$ cat src/rtl/vga_pixel_fetcher.sv
// rtl/vga_pixel_fetcher.sv - tile/char ROM fetch, sprite-over-board compositing and palette lookup for the VGA DAC
// Optional feature macro: VGA_DEBUG_GRID_EN (grey 8x8 tile grid drawn over the board area)
module vga_pixel_fetcher #(
   parameter int unsigned      PIX_W     = 4,
   parameter logic [PIX_W-1:0] BLINK_IDX = PIX_W'(7),
   parameter int unsigned      BLINK_BIT = 4
) (
   input  logic             i_clk,
   input  logic             i_rst_n,
   input  logic [1:0]       i_mem_select,
   input  logic [4:0]       i_address_map,
   input  logic [7:0]       i_address_char,
   input  logic [5:0]       i_tile_offset,
   input  logic [5:0]       i_char_offset,
   input  logic             i_hsync,
   input  logic             i_vsync,
   input  logic             i_blank_n,
   output logic [10:0]      o_tile_rom_addr,
   input  logic [PIX_W-1:0] i_tile_rom_data,
   output logic [13:0]      o_char_rom_addr,
   input  logic [PIX_W-1:0] i_char_rom_data,
   output logic [7:0]       o_vga_r,
   output logic [7:0]       o_vga_g,
   output logic [7:0]       o_vga_b,
   output logic             o_vga_hsync,
   output logic             o_vga_vsync,
   output logic             o_vga_blank_n
);

   // Entries 0-15: tile bank, 16-31: character bank; index 0 of each bank is black.
   localparam logic [23:0] PALETTE [0:31] = '{
      24'h000000, 24'h2121DE, 24'hFFB8AE, 24'hFFB851,
      24'hFFFFFF, 24'h00FFFF, 24'hFFB8FF, 24'hFFCC99,
      24'hDEDEFF, 24'h47B8AE, 24'hFF0000, 24'h00FF00,
      24'h0000FF, 24'hFFFF00, 24'h808080, 24'hC0C0C0,
      24'h000000, 24'hFFFF00, 24'hFF0000, 24'hFFB8FF,
      24'h00FFFF, 24'hFFB851, 24'h2121DE, 24'hFFFFFF,
      24'hDEDEFF, 24'hFF8800, 24'h47B7FF, 24'h00A000,
      24'hA000A0, 24'h606060, 24'hB0B0B0, 24'hF0F0F0
   };

   logic [1:0]       sel_0, sel_1;
   logic             hs_0, hs_1, vs_0, vs_1, bl_0, bl_1;
   logic             vs_prev;
   logic [7:0]       frame_cnt;
   logic [23:0]      rgb;
   logic             char_hit;
   logic [PIX_W-1:0] idx;
   logic [23:0]      pix;
`ifdef VGA_DEBUG_GRID_EN
   logic [5:0]       off_0, off_1;
`endif

   // sel_1 lines up with the ROM data, which the ROMs return one edge after our address register.
   always_comb begin
      char_hit = sel_1[1] && (i_char_rom_data != '0);
      idx      = '0;
      if (char_hit)
         idx = i_char_rom_data;
      else if (sel_1[0])
         idx = i_tile_rom_data;
      if (!char_hit && idx == BLINK_IDX && frame_cnt[BLINK_BIT])
         idx = '0;
      pix = PALETTE[{char_hit, idx}];
`ifdef VGA_DEBUG_GRID_EN
      if (sel_1[0] && !char_hit && (off_1[5:3] == 3'd0 || off_1[2:0] == 3'd0))
         pix = 24'h404040;
`endif
   end

   always_ff @(posedge i_clk or negedge i_rst_n) begin
      if (!i_rst_n) begin
         o_tile_rom_addr <= '0;
         o_char_rom_addr <= '0;
         sel_0           <= '0;
         sel_1           <= '0;
         hs_0            <= 1'b1;
         hs_1            <= 1'b1;
         o_vga_hsync     <= 1'b1;
         vs_0            <= 1'b1;
         vs_1            <= 1'b1;
         o_vga_vsync     <= 1'b1;
         bl_0            <= 1'b0;
         bl_1            <= 1'b0;
         o_vga_blank_n   <= 1'b0;
         rgb             <= '0;
         vs_prev         <= 1'b1;
         frame_cnt       <= '0;
`ifdef VGA_DEBUG_GRID_EN
         off_0           <= '0;
         off_1           <= '0;
`endif
      end else begin
         o_tile_rom_addr <= {i_address_map, i_tile_offset};
         o_char_rom_addr <= {i_address_char, i_char_offset};
         sel_0           <= i_mem_select;
         sel_1           <= sel_0;
         hs_0            <= i_hsync;
         hs_1            <= hs_0;
         o_vga_hsync     <= hs_1;
         vs_0            <= i_vsync;
         vs_1            <= vs_0;
         o_vga_vsync     <= vs_1;
         bl_0            <= i_blank_n;
         bl_1            <= bl_0;
         o_vga_blank_n   <= bl_1;
         rgb             <= bl_1 ? pix : 24'h000000;
         vs_prev         <= o_vga_vsync;
         if (vs_prev && !o_vga_vsync)
            frame_cnt <= frame_cnt + 8'd1;
`ifdef VGA_DEBUG_GRID_EN
         off_0           <= i_tile_offset;
         off_1           <= off_0;
`endif
      end
   end

   assign o_vga_r = rgb[23:16];
   assign o_vga_g = rgb[15:8];
   assign o_vga_b = rgb[7:0];

endmodule

$ cat config.mk
export PLATFORM = sky130hd
export DESIGN_NAME = vga_pixel_fetcher
export DESIGN_NICKNAME = d
export VERILOG_FILES = /design/src/rtl/vga_pixel_fetcher.sv
export SDC_FILE = /design/constraint.sdc
export NUM_CORES = 1
export LEC_CHECK = 0
export ABC_AREA = 1
export CORE_ASPECT_RATIO = 0.75
export CORE_MARGIN = 1
export CORE_UTILIZATION = 42
export DETAILED_ROUTE_END_ITERATION = 7
export PLACE_DENSITY = 0.79
export SETUP_SLACK_MARGIN = 0.1
export SLEW_MARGIN = 40
export SYNTH_ARGS = -nofsm -noshare
export SYNTH_HDL_FRONTEND = slang
export SYNTH_SLANG_ARGS = --single-unit
$ cat constraint.sdc
create_clock -name i_clk -period 2.9 [get_ports i_clk]
set_clock_uncertainty 0.1 [all_clocks]
set_input_delay 0.29 -clock i_clk [delete_from_list [all_inputs] [get_ports i_clk]]
set_output_delay 0.29 -clock i_clk [all_outputs]
set_load 0.01 [all_outputs]
# [Word level (Yosys, flattened, before mapping)]
# Memories as Yosys holds them, arrays and structs flattened.
# Cells that the tools add are included.
[classes] addsub=1 n_lt_le_gt_ge=1 n_eq_ne=1 n_mux=6 bitwise_logic=1 n_reduce_logical=7
[ops] cell="24-bit 2-to-1 mux" count=3
[ops] cell="4-bit 2-to-1 mux" count=3
[ops] cell="8-bit by 1-bit adder with 8-bit output, second input constant" count=1
[ops] cell="6-bit >= comparator, second input constant" count=1
[ops] cell="5-bit NOT with 6-bit output" count=1
[ops] cell="4-bit by 3-bit == test with 1-bit output, second input constant" count=1
[ops] cell="1-bit logical AND" count=4
[ops] cell="4-bit nonzero test" count=1
[ops] cell="1-bit logical NOT" count=2
[word_totals] register_bits=71 rom_bits=768 inputBits=40 elab_cells=34 memories=1
[mem_list] memory="(no name shown)" depth=32 word_bits=24 read_ports=1 rd_clocked_by_memory_dff=0 wr=0 line_no="64" source="pix = PALETTE[{char_hit, idx}];"

# [Depth between registers and ports, before layout]
[logic_depth] ltp_word=12 mapped_depth=17

# [Least setup slack after synthesis]
# No wires, ideal clock.
[synth_timing] path_type="input to register" from="in i_char_rom_data[3]" to="reg rgb[6]" setup_ns=0.117 t_arrival_ns=2.085 required_ns=2.683 path_slack_ns=0.598 cell_stages=15 cell_sequence="nor2_1 nand2_2 nand2_4 nand3_1 nor2_4 nand2_4 buf_4 nand2_1 inv_1 ha_1 nand3b_1 nand3_1 nand2_1 nor2_1 nor2_1"
[synth_via] elab_chain_cells=12
[synth_lines] item="from (decl)" line_no="21" source="input logic [PIX_W-1:0] i_char_rom_data,"
[synth_lines] item="4-bit nonzero test" line_no="56" source="char_hit = sel_1[1] && (i_char_rom_data != '0);"
[synth_lines] item="1-bit logical AND" line_no="56"
[synth_lines] item="4-bit 2-to-1 mux" line_no="58" source="if (char_hit)"
[synth_lines] item="4-bit by 3-bit == test with 1-bit output" line_no="62" source="if (!char_hit && idx == BLINK_IDX && frame_cnt[BLINK_BIT])"
[synth_lines] item="1-bit logical AND (2 in series)" line_no="62"
[synth_lines] item="4-bit 2-to-1 mux" line_no="62"
[synth_lines] item="5-bit NOT with 6-bit output (implied by the code) *" line_no="64"
[synth_lines] item="memory 32 x 24 bit *"
[synth_lines] item="24-bit 2-to-1 mux (implied by the code) * (2 in series)" line_no="64"
[synth_lines] item="24-bit 2-to-1 mux *" line_no="107" source="rgb <= bl_1 ? pix : 24'h000000;"
[synth_lines] item="to (signal assigned)" line_no="107"
[synth_lines] item="to (decl)" line_no="46" source="logic [23:0] rgb;"
# Mark *: on every way between the ends. The rest lies on a longest branch, timed or not. The select of a mux whose other input is x is not followed.
# A chain may end at the register's enable or synchronous reset.

# [Worst setup path in the final report]
[layout_timing] from="in i_char_rom_data[3]" to="reg rgb[14]"
# Same word-level chain as after synthesis.

==> impl_metrics.yaml <==
placed_design:
  io_buffers: 91
  gp_congestion: 0.956
  postPlaceCellArea_um2: 4010
  dp_hpwl_um: 5880
  pre_cts_slack_ns: 0.0872
  dp_cells: 495
clock_network:
  cts_buffer_depth: 2
  cts_sinks: 66
  holdBufCountCts: 1
  cts_tree: "done"
  post_cts_resized: 0
  path_clk_slew_ns: 0.07
  cts_buffers: 9
  clkLatencyLatePin_ns: 0.34
  htree_num_levels: 3
  root_buffer: "clkbuf_8"
  cts_setup_buffers: 0
synth:
  synth_common_cells: "79 x nand2_1, 59 x dfrtp_1, 38 x nand3_1"
  ys_seq_area_frac: 0.562
  synth-seq-cells: 66
  ys.flop_type: "dfrtp_1"
  synth-xor-area-share: 0.0119
  yosys.area.top_type: "dfrtp_1"
  synth_most_common_cell: "nand2_1"
  syn_area_um2: 2950
  synth_compound_area_frac: 0.0691
  synthAdderAreaFrac: 0.0508
  syn_nets: 367
  synth-edff-count: 0
  synthDistinctLibCells: 29
  synth_simple_gate_area_frac: 0.245
  yosys_warnings: 0
  synth_top_family_by_area: "simple AND/OR/NAND/NOR gates"
  syn_inst: 315
  synth_top_area_frac: 0.500
  muxShareOfSynthArea: 0.00381
  synthArstFlopShare: 1.00
  synth.avg_cell_area_um2: 9.37
  synth.area.top_cells: "dfrtp_1 50%, nand2_1 10%, nand3_1 6.4%"
timing:
  max_slew.worst_pin.slew_ns: 0.581
  period_share: 0.859
  rsz0062_at_grt: "false"
  layout_min_cycle_time_ns: 2.49
  fmax_ghz: 0.402
  relSlewSlack: 0.613
  finalSetupTns_ns: 0
  finalHoldViolations: 0
  setup_viol: 0
  final_max_slew_viol_count: 0
  final.setup.worst_slack_ns: 0.410
  holdWs_ns: 0.251
critical_path:
  slowest_stage: "clkdlybuf4s50_1"
  crit_top_cell: "nand2_1"
  critical_path_class: "primary input to flop"
  arrival_ns: 2.61
  path_cells: "clkdlybuf4s50_1 > nor2_1 > nand2_2 > nand2_4 > nand3_1 > nor2_4 > nand2_4 > nand2_1 > inv_1 > ha_1 > nand3b_1 > nand2_1 > nand2_1 > nand3_1 > a21oi_1"
  crit_required_ns: 3.02
  crit_buf_inv: 2
  crit_family: "simple AND/OR/NAND/NOR gates"
  end_kind: "flop"
  cp_max_fo: 10
  cp-start-kind: "primary input"
  cp_slowest_stage_delay_ns: 0.44
finish:
  final_layout_size_suffix_gt1_frac: 0.143
  final_area_um2: 4250
  layout.cells.non_filler: 512
  nets: 475
  area_growth_pct: 43.9
  final_util: 0.625
  diodes: 0
  nFillCells: 590
floorplan:
  coreArea_um2: 6800
  rows: 26
  dieArea_um2: 7370
  ioPinCount: 92
  die_w_um: 98.8
  start_util: 0.434
  die_h_um: 74.6
min_path:
  hold_path_class: "primary input to flop"
power:
  ir_drop_mv: 0.470
  p_leak_nw: 2.02
  p_int_mw: 1.78
  combPwrFrac: 0.226
  swShare: 0.285
  pwr-share-seq: 0.430
  power.total_mw: 2.49
  power_switching_mw: 0.709
  power_density_nw_per_um2: 587
  clkPwrFrac: 0.344
global_routing:
  grt_usage: 0.229
  grt_max_degree: 39
  overflow: 0
  antenna_found_initial: 0
  grt_pass1_wl_um: 12500
  grt_pass1_vias: 2553
route:
  antenna_left: 0
  dr_wl_met2_um: 3470
  dr.pass1.iters: 4
  dr_wl_met3_um: 713
  drcViolationCount: 0
  wl_met1_um: 3370
  wl_per_cell_um: 15.1
  num_vias: 2569
  drt-total-wl_um: 7730
  drt_iter0_markers: 136
  viasPerCell: 5.02
  maxUsedRoutingLayer: "met4"
run:
  maxCapViolations: 0
run_status:
  outcome: "finished, final reports clean"
## final timing paths
path	start	end	slack, ns	cells after the start
setup reg to reg	sel_1[0]	rgb[14]	0.59	14
max in group asynchronous	i_rst_n	vs_1	1.72	3
hold / removal	i_hsync	hs_0	0.25	1
setup / recovery	i_char_rom_data[3]	rgb[14]	0.41	15
min in group asynchronous	i_rst_n	rgb[8]	0.33	2
hold reg to reg	sel_0[1]	sel_1[1]	0.25	0
## kinds of logic after synthesis
kind of cell / count (synthesis)
flip-flops: 66
AO/OA/AOI/OAI: 39
XOR/XNOR: 4
multiplexers: 1
adder cells (fa/ha/maj): 12
buffers and inverters: 35
AND/OR/NAND/NOR: 158
## sequential cells by signal, summed over array words and instances (netlist names), 2 cells and up
signal and flops:
o_tile_rom_addr 11, frame_cnt 5, sel_0 2, rgb 22, o_char_rom_addr 14, sel_1 2
## power by group through the flow
stage	registers (mW)	clock network, mW	logic [mW]
finish	1.07	0.857	0.564
global route	1.08	0.916	0.622
CTS	1.07	0.883	0.564
detailed placement	1.09	0	0.560
global placement	1.09	0	0.562
floorplan	1.11	0	0.261
## layout by cell type, fill, tap and decap left out, types with 3 or more instances in the layout
cell	Yosys	final
dfrtp_1	59	59
nand2_4	3	3
a21oi_1	28	28
o21ai_1	3	3
o21ai_0	5	5
ha_1	12	12
clkbuf_8	0	9
clkdlybuf4s50_1	0	90
nand2_2	7	7
xnor2_1	3	3
nand2_1	79	79
nand3_1	38	38
inv_1	20	20
nand4_1	3	3
nor2_1	20	20
dfstp_2	7	7
buf_4	3	19
## routing by layer
| layer | GRT usage | up-vias |
|---|---|---|
| li1 | - | 1232 |
| met1 | 0.297 | 1196 |
| met2 | 0.358 | 126 |
| met3 | 0.0752 | 15 |
| met4 | 0.0962 | 0 |
| met5 | 0 | - |
## final cells by class
| class | instances | area, um^2 | share of cell area |
|---|---|---|---|
| tap | 84 | 105 | 0.0247 |
| clock buffer | 9 | 124 | 0.0292 |
| inverter | 22 | 82.6 | 0.0194 |
| clock inverter | 7 | 100 | 0.0236 |
| timing repair buffer | 110 | 1050 | 0.248 |
| sequential | 66 | 1660 | 0.391 |
| multi-input combinational | 214 | 1120 | 0.264 |
Note: power is estimated with default switching activity, not from simulation.
